**src/rtl/inst_mem_pkg.sv**
```systemverilog
// Shared definitions for the fetch-stage instruction memory: NOP word,
// boot program image, controller state encoding and address fault check.
package inst_mem_pkg;

   localparam logic [31:0] NOP       = 32'h0000_0000;
   localparam int          BOOT_BASE = 1;
   localparam int          BOOT_LEN  = 4;

   // Index 0 is the first word written (lands at word BOOT_BASE).
   localparam logic [BOOT_LEN-1:0][31:0] BOOT_PROG = {
      32'h1064FFFD,   // beq $3,$4,-3
      32'h8CC50000,   // lw  $5,0($6)
      32'h00640822,   // sub $1,$3,$4
      32'h00641020    // add $2,$3,$4
   };

   typedef enum logic [1:0] {
      ST_BOOT  = 2'd0,
      ST_RUN   = 2'd1,
      ST_DRAIN = 2'd2,
      ST_LOAD  = 2'd3
   } state_e;

   // A byte address faults when it is not word aligned or its word index
   // lies beyond the 2**idx_w words of the array.
   function automatic logic addr_fault(input logic [63:0] byte_addr, input int idx_w);
      return (byte_addr[1:0] != 2'b00) || ((byte_addr >> 2) >= (64'd1 << idx_w));
   endfunction

endpackage

```
**src/rtl/inst_mem_array.sv**
```systemverilog
// DEPTH x DATA_W instruction storage: synchronous write, combinational read.
// Contents are deliberately not reset so a loaded program survives rst.
module inst_mem_array #(
   parameter int DATA_W = 32,
   parameter int DEPTH  = 64,
   parameter int IDX_W  = $clog2(DEPTH)
) (
   input  logic              clk,
   input  logic              wr_en,
   input  logic [IDX_W-1:0]  wr_idx,
   input  logic [DATA_W-1:0] wr_data,
   input  logic [IDX_W-1:0]  rd_idx,
   output logic [DATA_W-1:0] rd_data
);

   logic [DATA_W-1:0] mem_q [DEPTH];

   // Write one word per cycle when enabled.
   always_ff @(posedge clk) begin
      if (wr_en) begin
         mem_q[wr_idx] <= wr_data;
      end
   end

   assign rd_data = mem_q[rd_idx];

endmodule

```
**src/rtl/inst_fetch_mem.sv**
```systemverilog
// Fetch-stage instruction memory with valid/ready request/response, flush,
// run-time program load port and an optional boot preloader.
// Optional feature: define INST_MEM_BOOT_EN to preload the boot program
// into words 1..4 during the 4 cycles after reset release.
module inst_fetch_mem
   import inst_mem_pkg::*;
#(
   parameter int DATA_W = 32,
   parameter int DEPTH  = 64,
   parameter int ADDR_W = 32
) (
   input  logic              clk,
   input  logic              rst,
   input  logic              req_valid,
   output logic              req_ready,
   input  logic [ADDR_W-1:0] req_pc,
   output logic              rsp_valid,
   input  logic              rsp_ready,
   output logic [DATA_W-1:0] rsp_inst,
   output logic              rsp_fault,
   input  logic              flush,
   input  logic              ld_mode,
   input  logic              ld_valid,
   input  logic [ADDR_W-1:0] ld_addr,
   input  logic [DATA_W-1:0] ld_data,
   output logic              ld_ready,
   output logic              busy
);

   localparam int IDX_W = $clog2(DEPTH);

`ifdef INST_MEM_BOOT_EN
   localparam state_e RESET_STATE = ST_BOOT;
   logic [1:0] boot_cnt_q, boot_cnt_d;
`else
   localparam state_e RESET_STATE = ST_RUN;
`endif

   state_e            state_q, state_d;
   logic              rsp_valid_q, rsp_valid_d;
   logic [DATA_W-1:0] rsp_inst_q, rsp_inst_d;
   logic              rsp_fault_q, rsp_fault_d;

   logic              req_fault, ld_fault;
   logic [IDX_W-1:0]  rd_idx, wr_idx;
   logic [DATA_W-1:0] rd_data, wr_data;
   logic              wr_en;

   assign req_fault = addr_fault(64'(req_pc), IDX_W);
   assign ld_fault  = addr_fault(64'(ld_addr), IDX_W);
   assign rd_idx    = req_pc[IDX_W+1:2];

   // Controller: next state, handshake readiness and array write port.
   always_comb begin
      state_d   = state_q;
      req_ready = 1'b0;
      ld_ready  = 1'b0;
      busy      = 1'b1;
      wr_en     = 1'b0;
      wr_idx    = ld_addr[IDX_W+1:2];
      wr_data   = ld_data;
`ifdef INST_MEM_BOOT_EN
      boot_cnt_d = boot_cnt_q;
`endif
      case (state_q)
         ST_RUN: begin
            busy      = 1'b0;
            req_ready = !flush && (!rsp_valid_q || rsp_ready);
            if (ld_mode) begin
               state_d = rsp_valid_q ? ST_DRAIN : ST_LOAD;
            end
         end
         ST_DRAIN: begin
            if (!ld_mode) begin
               state_d = ST_RUN;
            end else if (rsp_ready || flush) begin
               state_d = ST_LOAD;
            end
         end
         ST_LOAD: begin
            ld_ready = 1'b1;
            wr_en    = ld_valid && !ld_fault;
            if (!ld_mode) begin
               state_d = ST_RUN;
            end
         end
         ST_BOOT: begin
`ifdef INST_MEM_BOOT_EN
            wr_en      = 1'b1;
            wr_idx     = IDX_W'(BOOT_BASE) + IDX_W'(boot_cnt_q);
            wr_data    = DATA_W'(BOOT_PROG[boot_cnt_q]);
            boot_cnt_d = boot_cnt_q + 2'd1;
            if (boot_cnt_q == 2'(BOOT_LEN - 1)) begin
               state_d = ST_RUN;
            end
`else
            state_d = ST_RUN;
`endif
         end
         default: state_d = ST_RUN;
      endcase
   end

   // Response register: flush discards, an accepted request loads, a
   // consumed response retires, otherwise the held response stays stable.
   always_comb begin
      rsp_valid_d = rsp_valid_q;
      rsp_inst_d  = rsp_inst_q;
      rsp_fault_d = rsp_fault_q;
      if (flush) begin
         rsp_valid_d = 1'b0;
      end else if (req_valid && req_ready) begin
         rsp_valid_d = 1'b1;
         rsp_fault_d = req_fault;
         rsp_inst_d  = req_fault ? DATA_W'(NOP) : rd_data;
      end else if (rsp_ready) begin
         rsp_valid_d = 1'b0;
      end
   end

   // Control and response state; array contents are outside this reset.
   always_ff @(posedge clk or negedge rst) begin
      if (!rst) begin
         state_q     <= RESET_STATE;
         rsp_valid_q <= 1'b0;
         rsp_inst_q  <= '0;
         rsp_fault_q <= 1'b0;
`ifdef INST_MEM_BOOT_EN
         boot_cnt_q  <= 2'd0;
`endif
      end else begin
         state_q     <= state_d;
         rsp_valid_q <= rsp_valid_d;
         rsp_inst_q  <= rsp_inst_d;
         rsp_fault_q <= rsp_fault_d;
`ifdef INST_MEM_BOOT_EN
         boot_cnt_q  <= boot_cnt_d;
`endif
      end
   end

   assign rsp_valid = rsp_valid_q;
   assign rsp_inst  = rsp_inst_q;
   assign rsp_fault = rsp_fault_q;

   inst_mem_array #(
      .DATA_W (DATA_W),
      .DEPTH  (DEPTH),
      .IDX_W  (IDX_W)
   ) u_array (
      .clk     (clk),
      .wr_en   (wr_en),
      .wr_idx  (wr_idx),
      .wr_data (wr_data),
      .rd_idx  (rd_idx),
      .rd_data (rd_data)
   );

endmodule

```
**config.mk**
```make
export PLATFORM = sky130hd
export DESIGN_NAME = inst_fetch_mem
export DESIGN_NICKNAME = d
export VERILOG_FILES = /design/src/rtl/inst_mem_pkg.sv /design/src/rtl/inst_mem_array.sv /design/src/rtl/inst_fetch_mem.sv
export SDC_FILE = /design/constraint.sdc
export NUM_CORES = 2
export LEC_CHECK = 0
export ABC_AREA = 1
export BUFFER_PORTS_ARGS = -buffer_cell sky130_fd_sc_hd__buf_2
export CORE_UTILIZATION = 60
export DETAILED_ROUTE_END_ITERATION = 8
export PLACE_DENSITY_LB_ADDON = 0.12
export SYNTH_ARGS = -nofsm -noshare
export SYNTH_HDL_FRONTEND = slang
export SYNTH_HIERARCHICAL = 1
export SYNTH_SLANG_ARGS = --single-unit
```
**constraint.sdc**
```tcl
create_clock -name clk -period 8.9 [get_ports clk]
set_input_delay 2.67 -clock clk [delete_from_list [all_inputs] [get_ports clk]]
set_output_delay 2.67 -clock clk [all_outputs]
set_load 0.01 [all_outputs]
```
# [Yosys cells after proc, flatten, opt, wreduce, memory -nomap -nowiden]
# Memory sizes are Yosys's and may differ from the RTL's.
# Index checks and enable logic that the tools add are counted.
[word_totals] reg_bits=36 out_inout_bits=37 ramBits=2048 inputBits=103 memories=1
[mem_list] memory="u_array.mem_q" depth=64 word_bits=32 read_ports=1 rd_clocked_by_memory_dff=0 wr=1 line_no="inst_mem_array.sv:16" rtl="logic [DATA_W-1:0] mem_q [DEPTH];"
[classes] n_eq_ne=6 bitwise=1 muxes=16 n_lt_le_gt_ge=2 reduce_logical=16
[ops] cell="$ge 30x7->1 const B" n=2
[ops] cell="$mux 32" n=1
[ops] cell="$mux 1" n=10
[ops] cell="$mux 2" n=4
[ops] cell="$pmux 2 s4" n=1
[ops] cell="$eq 2x2->1 const B" n=2
[ops] cell="$logic_or 1x1->1" n=4
[ops] cell="$ne 2x2->1 const B" n=2
[ops] cell="$reduce_bool 2->1" n=2
[ops] cell="$logic_and 1x1->1" n=3
[ops] cell="$logic_not 1->1" n=3
[ops] cell="$ne 3x3->1 const B" n=1
[ops] cell="$reduce_and 3->1" n=1
[ops] cell="$reduce_bool 3->1" n=1
[ops] cell="$eq 2x1->1 const B" n=1
[ops] cell="$logic_not 2->1" n=1
[ops] cell="$reduce_and 2->1" n=1
[ops] cell="$not 1->1" n=1

# [Logic depth before layout (Yosys ltp)]
[depth] depth_word=7 depth_mapped=17 mapped_depth_nobuf=13

# [Modules after synthesis]
# The synthesis kept the hierarchy.
[by_module_without_submodules] mod="inst_mem_array" cells_per_inst=6737 area_per_inst_um2=82097.5 seq_area_each_um2=61499.0 n_inst=1
[by_module_without_submodules] mod="inst_fetch_mem" cells_per_inst=287 area_per_inst_um2=1906.8 seq_area_each_um2=902.1 n_inst=1

# [Worst setup path before layout]
# No wires, ideal clock.
[synth_path] path_kind="input port to flip-flop" start="input port ld_addr[1]" end="memory u_array.mem_q[48][0], enable pin" n_path_buf=1 slack_ns=1.669 t_required_ns=8.398 arrival_time_ns=6.729 stages=6 setup_ns=0.502 cell_sequence="nor4_1 > nand3_1 > nor2_1 > clkbuf_1 > nand4_1 > nor4_1"
[synth_between] elab_chain_cells=7
[synth_lines] element="from (decl)" line_no="inst_fetch_mem.sv:24" rtl="input logic [ADDR_W-1:0] ld_addr,"
[synth_lines] element="$reduce_bool 2->1" line_no="inst_mem_pkg.sv:27" rtl="return (byte_addr[1:0] != 2'b00) || ((byte_addr >> 2) >= (64'd1 << idx_w));"
[synth_lines] element="$logic_or 1x1->1" line_no="inst_mem_pkg.sv:27"
[synth_lines] element="$logic_not 1->1" line_no="inst_fetch_mem.sv:82" rtl="wr_en = ld_valid && !ld_fault;"
[synth_lines] element="$logic_and 1x1->1" line_no="inst_fetch_mem.sv:82"
[synth_lines] element="$mux 1" line_no="inst_fetch_mem.sv:65" rtl="case (state_q)"
[synth_lines] element="named net wr_en" line_no="inst_fetch_mem.sv:47" rtl="logic wr_en;"
[synth_lines] element="$mux 1" line_no="inst_mem_array.sv:20" rtl="if (wr_en) begin"
[synth_lines] element="$mux 1 (not written as such)" line_no="inst_mem_array.sv:21" rtl="mem_q[wr_idx] <= wr_data;"
[synth_lines] element="to (decl)" line_no="inst_mem_array.sv:16"
# The timed path passes the listed nets, and every way through them passes these cells.

# [Final worst setup path]
[layout_path] start="input port rsp_ready" end="output port req_ready"
[layout_between] elab_chain_cells=3
[layout_lines] element="from (decl)" line_no="inst_fetch_mem.sv:18" rtl="input logic rsp_ready,"
[layout_lines] element="$logic_or 1x1->1" line_no="inst_fetch_mem.sv:68" rtl="req_ready = !flush && (!rsp_valid_q || rsp_ready);"
[layout_lines] element="$logic_and 1x1->1" line_no="inst_fetch_mem.sv:68"
[layout_lines] element="$mux 1" line_no="inst_fetch_mem.sv:65"
[layout_lines] element="to (decl)" line_no="inst_fetch_mem.sv:15" rtl="output logic req_ready,"
# Every way passes these cells.

==> flow_summary.toml <==
[cts]
cts_tree = "built"
cts_buffer_depth = 3
insertion_delay_ns = 0.84
cts.repair.resized = 0
cts_setup_buffers = 0
cts_made_buffers = 202
htree_levels = 4
cts_root_buf = "clkbuf_16"
cts.sinks = 2084
clk_pin_slew_ns = 0.06
hold_buffers = 0

[worst_setup_path]
crit_arrival_ns = 3.10
crit_buf_inv = 2
cpMostUsedCell = "buf_2"
worstPathRequired_ns = 6.23
start_kind = "primary input"
end_kind = "output pin"
worst-r2r-setup-slack_ns = 4.95
critical_path.max_stage_delay_ns = 0.13
crit_type = "in -> out"
path_delay_family = "buffers and inverters"
path_cells = "buf_2 > nor2_1 > nor3_1 > buf_2"
cp_max_fo = 2
crit_slowest_cell = "nor2_1"

[place]
place_area_mm2 = 0.0862
gp_congestion = 0.868
portBuffers = 139
hpwlAfterDp_um = 124000

[drt]
ant_nets = 0
dr_total_vias = 56000
post_drt_via_cell_ratio = 6.20
drtIter0Drc = 8311
wirelength_um = 235000
firstDrtPassIters = 6
drcViolationCount = 0
wl_per_cell_um = 26.0

[sta]
rsz0062_at_grt = "false"
relSlewSlack_pct = 9.70
finalSetupTns_ns = 0
drv_slew = 0
worst_pin_slew_ns = 1.35
min_period_over_period_pct = 64.8
finalCriticalPeriod_ns = 5.77
finalHoldViolations = 0
clock_skew_ns = 0.0289
setup-violations-final = 0
max_clock_freq_mhz = 173

[global_route]
grt_max_degree = 167
antenna_found_initial = 7
grt_pass1_wl_um = 340000
grt_pass1_vias = 51200
grt_usage_pct = 33.0
grt-ovfl-total = 0

[synthesis]
ys_ff_latch = 2084
synthDistinctLibCells = 22
synth_warnings = 6
syn-cell-area_mm2 = 0.0840
syn_area_per_cell_um2 = 12.0
syn-num-nets = 7127
yosys-top-cells-area = "edfxtp_1, nand3_1, nand2_1"
yosys.area.top_type = "edfxtp_1"
yosysTopAreaCellShare_pct = 73.2
seq_area_frac_synth_pct = 74.3
netlist_instances = 7024

[pwr]
power_density_mw_per_mm2 = 218
ir_worst_vdd_mv = 0.205
leakagePower_nw = 32.9

[final_layout]
layout_common_cells = "nand2_1, edfxtp_1, nand3_1"
fillCellCount = 10000
finalInstanceArea_mm2 = 0.0924
area_growth_pct = 10.0
final_common_cell = "nand2_1"
drive_gt1_share_pct = 7.90
fin_nets = 7103

[floorplan]
start_util_pct = 60.8
design.core.area_mm2 = 0.138
die_w_um = 376
pin_count = 140
fp-row-count = 136
die_area_mm2 = 0.142
fp.dieH_um = 376

[worst_hold_path]
hp-class = "reg -> reg"

[outcome]
outcome = "finished clean"

[flow_run]
cap_violations = 0
## per-layer routing
metal | track usage (%) | vias up | part of all wire, %
li1 | - | 24800 | -
met1 | 48.8 | 27400 | 39
met2 | 49.0 | 3337 | 46
met3 | 6.50 | 412 | 12
met4 | 12.4 | 4 | 3.5
met5 | 0 | - | 0.011
## state kept, by name (all words and copies together) (netlist names)
name,count
rsp_inst,32
u_array/mem_q,2048
state_q,2
rsp_fault,1
rsp_valid,1
## kinds of logic (layout without fill, tap and decap cells)
kind of cell,after synthesis,in the layout,synth area share (%)
buf+inv,520,659,3.04
other cells,0,9,0
simple gates,4418,4418,22.7
compound gates,2,2,0.0179
flops,2084,2084,74.3
## worst register-to-register path: cells and delay by family (launching register included)
kind	cells	cell delay, ns
flops	1	0.56
buf+inv	2	0.44
simple gates	5	2.51
## final cells by class
cell class / instances / area [um^2] / share of cell area [%]
Antenna cell: 9 / 22.5 / 0.0244
Clock buffer: 273 / 5440 / 5.89
Clock inverter: 94 / 757 / 0.819
Inverter: 61 / 265 / 0.287
Multi-Input combinational cell: 4420 / 19500 / 21.1
Sequential cell: 2084 / 62400 / 67.5
Tap cell: 1863 / 2330 / 2.52
Timing Repair Buffer: 231 / 1670 / 1.81
## worst paths after layout
check | depth (start not counted) | to | startpoint
min in group asynchronous | 1 | state_q[1]$_DFFE_PN0P_ | rst
max in group asynchronous | 1 | rsp_inst[14]$_DFFE_PN0P_ | rst
setup / recovery | 4 | req_ready | rsp_ready
setup reg to reg | 7 | u_array/mem_q[46][31]$_DFFE_PP_ | state_q[0]$_DFFE_PN1P_
hold reg to reg | 2 | rsp_inst[12]$_DFFE_PN0P_ | rsp_inst[12]$_DFFE_PN0P_
hold / removal | 2 | rsp_inst[12]$_DFFE_PN0P_ | rsp_inst[12]$_DFFE_PN0P_
## synth_stat cells
| master | count |
|---|---|
| nor2_2 | 1 |
| nor3_1 | 1 |
| buf_6 | 6 |
| nand2_1 | 2365 |
| edfxtp_1 | 2048 |
| dfstp_2 | 1 |
| buf_1 | 40 |
| nor4_1 | 9 |
| inv_1 | 58 |
| nor3b_1 | 1 |
| o21a_1 | 1 |
| inv_4 | 1 |
| nand4_1 | 11 |
| o31ai_1 | 1 |
| inv_2 | 2 |
| buf_4 | 46 |
| clkbuf_1 | 77 |
| dfrtp_1 | 35 |
| nand3_1 | 1912 |
| buf_8 | 2 |
| nor2_1 | 118 |
| buf_2 | 288 |
## per-stage QoR
stage	setup WS, ns	hold WS, ns	std cells	util (%)	total power, mW
2_1_floorplan	1.67	0.473	7024	-	11.6
3_3_place_gp	2.52	0.460	8659	62.4	12.2
3_5_place_dp	2.56	0.464	8659	62.4	12.2
4_1_cts	3.13	0.480	9026	66.9	20.1
5_1_grt	3.09	0.491	9027	66.9	20.6
6_report	3.13	0.479	9035	66.9	20.1
## where the power goes
| part | internal (mW) | total [mW] | switching [mW] | leakage [nW] |
|---|---|---|---|---|
| logic | 0.268 | 1.26 | 0.992 | 11.0 |
| clock network | 4.51 | 8.07 | 3.56 | 3.03 |
| registers | 10.8 | 10.8 | 0.00118 | 18.9 |
| total | 15.6 | 20.1 | 4.56 | 32.9 |
Power figures use the tool's default switching activity.
